--- src/rtl/nts_api_initiator_pkg.sv ---
// Shared types and constants for the NTS API initiator.
package nts_api_initiator_pkg;

  localparam int API_ADDR_W = 12;
  localparam int API_DATA_W = 32;
  localparam int TCNT_W     = 16;

  typedef enum logic [1:0] {
    S_IDLE  = 2'd0,
    S_ISSUE = 2'd1,
    S_WAIT  = 2'd2,
    S_RESP  = 2'd3
  } state_t;

  typedef struct packed {
    logic                  we;
    logic [API_ADDR_W-1:0] addr;
    logic [API_DATA_W-1:0] wdata;
  } cmd_t;

  // Saturating increment for the timeout counter.
  function automatic logic [TCNT_W-1:0] sat_inc(input logic [TCNT_W-1:0] v);
    return (v == {TCNT_W{1'b1}}) ? v : v + {{(TCNT_W-1){1'b0}}, 1'b1};
  endfunction

endpackage

--- src/rtl/nts_api_initiator.sv ---
// Single-outstanding command initiator for the NTS API slave: issues a one-cycle
// cs pulse, waits for read_data_valid with a timeout, and returns a response.
module nts_api_initiator
  import nts_api_initiator_pkg::*;
#(
  parameter int TIMEOUT_CYCLES = 16
) (
  input  logic                  i_clk,
  input  logic                  i_areset_n,
  input  logic                  i_cmd_valid,
  output logic                  o_cmd_ready,
  input  logic                  i_cmd_we,
  input  logic [API_ADDR_W-1:0] i_cmd_address,
  input  logic [API_DATA_W-1:0] i_cmd_write_data,
  output logic                  o_rsp_valid,
  input  logic                  i_rsp_ready,
  output logic [API_DATA_W-1:0] o_rsp_read_data,
  output logic                  o_rsp_error,
  output logic                  o_api_cs,
  output logic                  o_api_we,
  output logic [API_ADDR_W-1:0] o_api_address,
  output logic [API_DATA_W-1:0] o_api_write_data,
  input  logic [API_DATA_W-1:0] i_api_read_data,
  input  logic                  i_api_read_data_valid,
  input  logic                  i_api_busy,
  output logic [TCNT_W-1:0]     o_timeout_count
);

  localparam logic [7:0] TMO_LOAD = 8'(TIMEOUT_CYCLES);

  state_t                r_state;
  cmd_t                  r_cmd;
  logic                  r_cmd_ready;
  logic                  r_cs;
  logic [7:0]            r_timer;
  logic                  r_rsp_valid;
  logic [API_DATA_W-1:0] r_rsp_data;
  logic                  r_rsp_err;
  logic [TCNT_W-1:0]     r_tcount;

  // Transaction FSM; all outputs are registered here.
  always_ff @(posedge i_clk or negedge i_areset_n) begin
    if (!i_areset_n) begin
      r_state     <= S_IDLE;
      r_cmd       <= '0;
      r_cmd_ready <= 1'b1;
      r_cs        <= 1'b0;
      r_timer     <= '0;
      r_rsp_valid <= 1'b0;
      r_rsp_data  <= '0;
      r_rsp_err   <= 1'b0;
      r_tcount    <= '0;
    end else begin
      r_cs <= 1'b0;
      case (r_state)
        S_IDLE: begin
          if (i_cmd_valid) begin
            r_cmd       <= '{we: i_cmd_we, addr: i_cmd_address, wdata: i_cmd_write_data};
            r_cmd_ready <= 1'b0;
            r_state     <= S_ISSUE;
          end
        end
        S_ISSUE: begin
          // Hold off the cs pulse while the slave reports busy.
          if (!i_api_busy) begin
            r_cs    <= 1'b1;
            r_timer <= TMO_LOAD;
            r_state <= S_WAIT;
          end
        end
        S_WAIT: begin
          r_timer <= r_timer - 8'd1;
          // A valid in the final WAIT cycle still wins over expiry.
          if (i_api_read_data_valid) begin
            r_rsp_data  <= r_cmd.we ? '0 : i_api_read_data;
            r_rsp_err   <= 1'b0;
            r_rsp_valid <= 1'b1;
            r_state     <= S_RESP;
          end else if (r_timer == 8'd1) begin
            r_rsp_data  <= '0;
            r_rsp_err   <= 1'b1;
            r_rsp_valid <= 1'b1;
            r_tcount    <= sat_inc(r_tcount);
            r_state     <= S_RESP;
          end
        end
        S_RESP: begin
          if (i_rsp_ready) begin
            r_rsp_valid <= 1'b0;
            r_cmd_ready <= 1'b1;
            r_state     <= S_IDLE;
          end
        end
        default: r_state <= S_IDLE;
      endcase
    end
  end

  assign o_cmd_ready      = r_cmd_ready;
  assign o_rsp_valid      = r_rsp_valid;
  assign o_rsp_read_data  = r_rsp_data;
  assign o_rsp_error      = r_rsp_err;
  assign o_api_cs         = r_cs;
  assign o_api_we         = r_cmd.we;
  assign o_api_address    = r_cmd.addr;
  assign o_api_write_data = r_cmd.wdata;
  assign o_timeout_count  = r_tcount;

endmodule

--- config.mk ---
export PLATFORM = sky130hd
export DESIGN_NAME = nts_api_initiator
export DESIGN_NICKNAME = d
export VERILOG_FILES = /design/src/rtl/nts_api_initiator_pkg.sv /design/src/rtl/nts_api_initiator.sv
export SDC_FILE = /design/constraint.sdc
export NUM_CORES = 1
export LEC_CHECK = 0
export BUFFER_PORTS_ARGS = -buffer_cell sky130_fd_sc_hd__buf_4
export CORE_MARGIN = 2
export CORE_UTILIZATION = 53
export CTS_CLUSTER_DIAMETER = 40
export DETAILED_ROUTE_END_ITERATION = 10
export PLACE_DENSITY = 0.85
export REMOVE_ABC_BUFFERS = 1
export SLEW_MARGIN = 40
export SYNTH_ARGS = -nofsm -noshare
export SYNTH_HDL_FRONTEND = slang
export SYNTH_SLANG_ARGS = --single-unit
--- constraint.sdc ---
create_clock -name i_clk -period 3.9 [get_ports i_clk]
set_clock_uncertainty 0.1 [all_clocks]
set_input_delay 0.39 -clock i_clk [delete_from_list [all_inputs] [get_ports i_clk]]
set_output_delay 0.39 -clock i_clk [all_outputs]
set_load 0.05 [all_outputs]
==> impl_metrics.py, run 1 <==
metrics = {
    "grt": {
        "grt_max_degree": 76,
        "grt_first_pass_wirelength_um": 18510,
        "grt_usage_pct": 23.78,
        "grt_pass1_vias": 3671,
        "antenna_found_initial": 0,
        "grt_overflow": 0,
    },
    "logic_synthesis": {
        "synth_cell_types": 46,
        "synth-main-ff-cell": "dfrtp_1",
        "ys_seq_area_share_pct": 56.51,
        "synth.most_common_cell": "dfrtp_1",
        "synth_largest_area_cell": "dfrtp_1",
        "synth_area_leaders": "dfrtp_1 56%, mux2_2 11%, and4b_1 7.0%",
        "postSynthCellCount": 363,
        "ys_seq_elements": 107,
        "synth-warning-count": 0,
        "synth_area_sq_um": 4741,
        "avgSynthCellArea_sq_um": 13.06,
        "synth_top_cell_area_share_pct": 55.95,
        "synth-edff-count": 0,
        "yosys-top-cells-count": "106 x dfrtp_1, 45 x mux2_2, 33 x and4b_1",
        "postSynth.asyncResetShare_pct": 100.0,
    },
    "setup_path": {
        "crit_path_end_kind": "flip-flop",
        "critical_path.startpoint_type": "flip-flop",
        "worst-path-buf-inv": 1,
        "slowest_stage": "ha_1",
        "cp_max_fo": 23,
        "worstPathCellList": "inv_1 -> ha_1 -> nor2b_1 -> nand4_1 -> nor4b_2 -> xor2_1",
        "crit_type": "flip-flop to flip-flop",
        "r2r_slack_ps": 1400,
        "cpLargestDelayFamily": "simple AND/OR/NAND/NOR gates",
        "max_stage_delay_ps": 670,
        "cp_data_required_time_ps": 4080,
        "cp_data_arrival_time_ps": 2670,
    },
    "placed_design": {
        "dp_slack_ps": 1426,
        "place_congestion": 0.8726,
        "hpwl_um": 8554,
        "io_buffers": 179,
    },
    "clock_network": {
        "htree_levels": 3,
        "clkSinkCount": 107,
        "cts_tree": "built",
        "cts_buffers": 9,
        "insertion_delay_ps": 360,
        "clk_pin_slew_ps": 120,
        "ctsResizeCount": 0,
        "clockBufferDepth": 2,
        "cts_root_buf": "clkbuf_8",
    },
    "route": {
        "drc": 0,
        "wl_per_cell_um": 17.94,
        "drt_iter0_markers": 124,
        "drt_wl_total_um": 11680,
        "first_pass_iters": 4,
        "vias_per_cell": 5.633,
        "vias": 3667,
        "ant_nets": 0,
    },
    "flow_run": {
        "maxCapViolCount": 0,
    },
    "timing": {
        "fin_ws_ps": 1404,
        "finalCritPeriodShare_pct": 64.00,
        "relSlewSlack_pct": 48.73,
        "setup_viol": 0,
        "rsz0062_at_grt": "false",
        "fin_setup_tns_ps": 0,
        "drv_slew": 0,
        "max_freq_mhz": 400.7,
        "fin_crit_ps": 2496,
        "finalHoldViolations": 0,
        "worst_pin_slew_ps": 769.0,
    },
    "cells_and_area": {
        "layout.nets": 629,
        "diodes": 0,
        "n_fill_cell": 593,
        "syn2layout_area_growth_pct": 36.00,
        "drive_gt1_share_pct": 47.15,
    },
    "power_and_ir_drop": {
        "leakage_nw": 3.466,
        "power_mw": 5.938,
        "ir_worst_vdd_v": 0.0005506,
        "powerDensity_nw_per_um2": 921.0,
    },
    "die": {
        "die_area_sq_um": 9717,
        "start_util_pct": 54.63,
        "dieHeight_um": 98.58,
        "core_sq_um": 8678,
        "ios": 180,
        "rows": 34,
        "die_x_um": 98.58,
    },
    "outcome": {
        "status": "finished clean",
    },
    "hold_path": {
        "hold_path.class": "primary input to flip-flop",
    },
}
-- layer usage --
metal	wire (um)	vias up	global-route usage, %
met4	161	0	6.428
met5	0	-	0
met1	4926	1864	30.66
met3	631	13	5.957
met2	5958	116	40.45
li1	-	1674	-
-- power by group --
part / internal, mW / switching, mW
sequential: 1.57 / 0.327
clock: 0.374 / 0.399
combinational: 1.13 / 2.14
-- worst paths after layout --
path / depth (start not counted) / startpoint / endpoint
setup / recovery: 6 / r_state[0]$_DFFE_PN0P_ / o_timeout_count[14]$_DFFE_PN0P_
hold / removal: 2 / i_cmd_address[6] / o_api_address[6]$_DFFE_PN0P_
setup reg to reg: 6 / r_state[0]$_DFFE_PN0P_ / o_timeout_count[14]$_DFFE_PN0P_
hold reg to reg: 1 / o_rsp_read_data[2]$_DFFE_PN0P_ / o_rsp_read_data[2]$_DFFE_PN0P_
max in group asynchronous: 3 / i_areset_n / o_api_write_data[22]$_DFFE_PN0P_
min in group asynchronous: 2 / i_areset_n / r_state[1]$_DFFE_PN0P_
-- layout make-up --
class / instances / area [sq um] / area share (%)
clock buffers: 9 / 123.9 / 1.921
clock inverters: 7 / 107.6 / 1.669
inverters: 8 / 30.03 / 0.4657
multi-input cells: 228 / 1976 / 30.64
flip-flops and latches: 107 / 2680 / 41.57
well taps: 108 / 135.1 / 2.096
repair buffers: 184 / 1395 / 21.64
-- through the flow --
step / area (sq um) / std cells / hold slack (ps) / utilization (%)
detailed placement: 6190 / 633 / 358.7 / 71.32
global route: 6447 / 651 / 116.7 / 74.29
CTS: 6431 / 650 / 132.4 / 74.11
floorplan: 4666 / 343 / -5.591 / -
finish: 6447 / 651 / 145.7 / 74.29
global placement: 6173 / 633 / 361.0 / 71.14
-- sequential cells by signal, summed over array words and instances, names as in the netlist --
signal	count
o_rsp_valid	1
o_rsp_error	1
o_api_we	1
o_rsp_read_data	32
r_timer	8
r_state	2
o_timeout_count	16
o_cmd_ready	1
o_api_write_data	32
o_api_cs	1
o_api_address	12
-- worst reg2reg max path: stages (launching register included) --
cell and delay (ps):
dfrtp_1 430, inv_1 120, ha_1 670, nor2b_1 300
nand4_1 270, nor4b_2 330, xor2_1 190
-- layout by cell type, fill, tap and decap left out, types with 2 or more instances in the layout --
cell       count
a21o_1        32
a21oi_1        7
a31oi_1        2
and2_1         2
and4_1         2
and4b_1       33
buf_4        181
bufinv_16      2
clkbuf_8       9
dfrtp_1      105
ha_1           8
inv_1          8
inv_8          2
mux2_1         3
mux2_2        45
nand2_1        8
nand2b_1       4
nand3_1        5
nand4_1        3
nor2_1        10
nor2b_1        3
nor3_1         8
nor3b_1        2
nor4_1         3
nor4_2         3
nor4b_1        2
o21ai_0        5
xnor2_1        6
xor2_1        13
-- kinds of logic (layout without fill, tap and decap cells) --
family | count (synthesis) | after routing | synth area share [%]
adder cells (fa/ha/maj) | 8 | 8 | 2.111
buffers and inverters | 28 | 208 | 2.217
flip-flops | 107 | 107 | 56.51
multiplexers | 49 | 49 | 11.61
XOR/XNOR | 19 | 19 | 3.510
AND/OR/NAND/NOR | 99 | 99 | 16.21
AO/OA/AOI/OAI | 53 | 53 | 7.838
-- what timing repair did --
action                    in CTS  in global routing
hold endpoints to repair      72                  0
hold buffers                   1                  0
setup buffers                  0                  0
Power figures use the tool's default switching activity.
==> run 2: changes to the inputs <==
- CORE_UTILIZATION: 53 -> 49
- PLACE_DENSITY: 0.85 -> 0.8
- clock period: 3.9 -> 2.55 ns (I/O delays scaled with it)
==> impl_metrics.py, run 2 (synthesis results as in run 1) <==
metrics = {
    "clock_network": {
        "htree_levels": 3,
        "cts_tree": "built",
        "clk_pin_slew_ps": 120,
        "clkSinkCount": 107,
        "clockBufferDepth": 2,
        "cts_buffers": 9,
        "insertion_delay_ps": 370,
        "cts_root_buf": "clkbuf_8",
        "postCtsSetupRepairBufs": 0,
    },
    "setup_path": {
        "cp_max_fo": 7,
        "crit_type": "flip-flop to flip-flop",
        "worstPathCellList": "inv_1 -> ha_1 -> nor2b_1 -> nand4_1 -> nor4_1 -> xor2_1",
        "cpLargestDelayFamily": "simple AND/OR/NAND/NOR gates",
        "cp_data_arrival_time_ps": 2360,
        "worst-path-buf-inv": 1,
        "slowest_stage": "dfrtp_1",
        "critical_path.startpoint_type": "flip-flop",
        "crit_path_end_kind": "flip-flop",
        "max_stage_delay_ps": 430,
        "cp_data_required_time_ps": 2730,
    },
    "grt": {
        "grt_first_pass_wirelength_um": 19150,
        "antenna_found_initial": 0,
        "grt_overflow": 0,
        "grt_usage_pct": 23.58,
        "grt_pass1_vias": 3862,
        "grt_max_degree": 51,
    },
    "cells_and_area": {
        "syn2layout_area_growth_pct": 41.22,
        "diodes": 0,
        "layout.nets": 656,
        "drive_gt1_share_pct": 44.91,
        "fin_util_pct": 71.78,
        "final_cell_mix": "183 x buf_4, 106 x dfrtp_1, 45 x mux2_2",
        "final_common_cell": "buf_4",
    },
    "die": {
        "rows": 35,
        "die_area_sq_um": 10480,
        "core_sq_um": 9328,
        "die_x_um": 102.4,
        "ios": 180,
        "start_util_pct": 50.82,
        "dieHeight_um": 102.4,
    },
    "placed_design": {
        "hpwl_um": 8419,
        "io_buffers": 179,
        "place_congestion": 0.8227,
        "dp_slack_ps": 422.8,
    },
    "power_and_ir_drop": {
        "powerDensity_nw_per_um2": 1341,
        "leakage_nw": 3.553,
        "ir_worst_vdd_v": 0.0007492,
    },
    "route": {
        "first_pass_iters": 4,
        "drt_wl_total_um": 12480,
        "ant_nets": 0,
        "vias": 3768,
        "vias_per_cell": 5.391,
        "wl_per_cell_um": 17.85,
        "drc": 0,
        "drt_iter0_markers": 125,
    },
    "flow_run": {
        "maxCapViolCount": 0,
    },
    "hold_path": {
        "hold_path.class": "primary input to flip-flop",
    },
    "timing": {
        "finalHoldViolations": 0,
        "setup_viol": 0,
        "fin_setup_tns_ps": 0,
        "relSlewSlack_pct": 56.38,
        "drv_slew": 0,
        "fin_crit_ps": 2186,
        "finalCritPeriodShare_pct": 85.73,
        "max_freq_mhz": 457.4,
        "fin_ws_ps": 363.9,
        "rsz0062_at_grt": "false",
        "worst_pin_slew_ps": 654.3,
    },
    "outcome": {
        "status": "finished clean",
    },
}
-- run 2: cell count changes in the layout (fill, tap and decap cells not counted), moves of 2 or more --
cell           previous run  this run
dlygate4sd3_1             1        26
buf_12                    0         2
buf_4                   181       183
bufinv_16                 2         0
-- run 2: final cells by class --
| cell class | count | area (sq um) |
|---|---|---|
| inverters | 8 | 30.03 |
| flip-flops and latches | 107 | 2679 |
| multi-input cells | 228 | 1963 |
| fillers | 695 | 2633 |
| repair buffers | 211 | 1674 |
| clock buffers | 10 | 127.6 |
| well taps | 129 | 161.4 |
| clock inverters | 6 | 60.06 |
-- run 2: metal layers --
metal	routed length (um)	share of wire [%]	track usage [%]	vias to the layer above
li1	-	-	-	1724
met4	377	3.0	10.97	0
met3	638	5.1	3.694	32
met1	5097	41	29.48	1889
met2	6366	51	40.33	123
met5	0	0	0	-
-- run 2: per-stage QoR --
step | hold WS [ps] | area, sq um | instances | power [mW]
3_3_place_gp | 211.3 | 6247 | 657 | 7.812
4_1_cts | 3.862 | 6695 | 699 | 8.986
2_1_floorplan | -140.6 | 4666 | 343 | 6.295
5_1_grt | 4.103 | 6695 | 699 | 9.381
3_5_place_dp | 223.7 | 6247 | 657 | 7.957
6_report | 18.63 | 6695 | 699 | 8.977
-- run 2: path summary, 6_finish.rpt --
kind | startpoint | end | slack [ps] | cells past startpoint
setup reg to reg | r_state[0]$_DFFE_PN0P_ | o_timeout_count[12]$_DFFE_PN0P_ | 360 | 6
max in group asynchronous | i_areset_n | o_cmd_ready$_DFFE_PN1P_ | 1200 | 3
min in group asynchronous | i_areset_n | o_api_address[10]$_DFFE_PN0P_ | 340 | 2
hold / removal | i_cmd_address[1] | o_api_address[1]$_DFFE_PN0P_ | 20 | 2
hold reg to reg | o_rsp_read_data[23]$_DFFE_PN0P_ | o_rsp_read_data[23]$_DFFE_PN0P_ | 390 | 1
setup / recovery | r_state[0]$_DFFE_PN0P_ | o_timeout_count[12]$_DFFE_PN0P_ | 360 | 6
-- run 2: report_power, final --
part | leakage, nW | internal (mW) | switching [mW]
combinational | 2.13 | 1.77 | 3.37
clock | 0.0882 | 0.378 | 0.622
sequential | 1.34 | 2.40 | 0.440
total | 3.55 | 4.55 | 4.43
-- run 2: timing repair --
action,CTS,global route
endpoints found under the hold margin,73,0
hold buffers,26,0
resized for setup,0,0
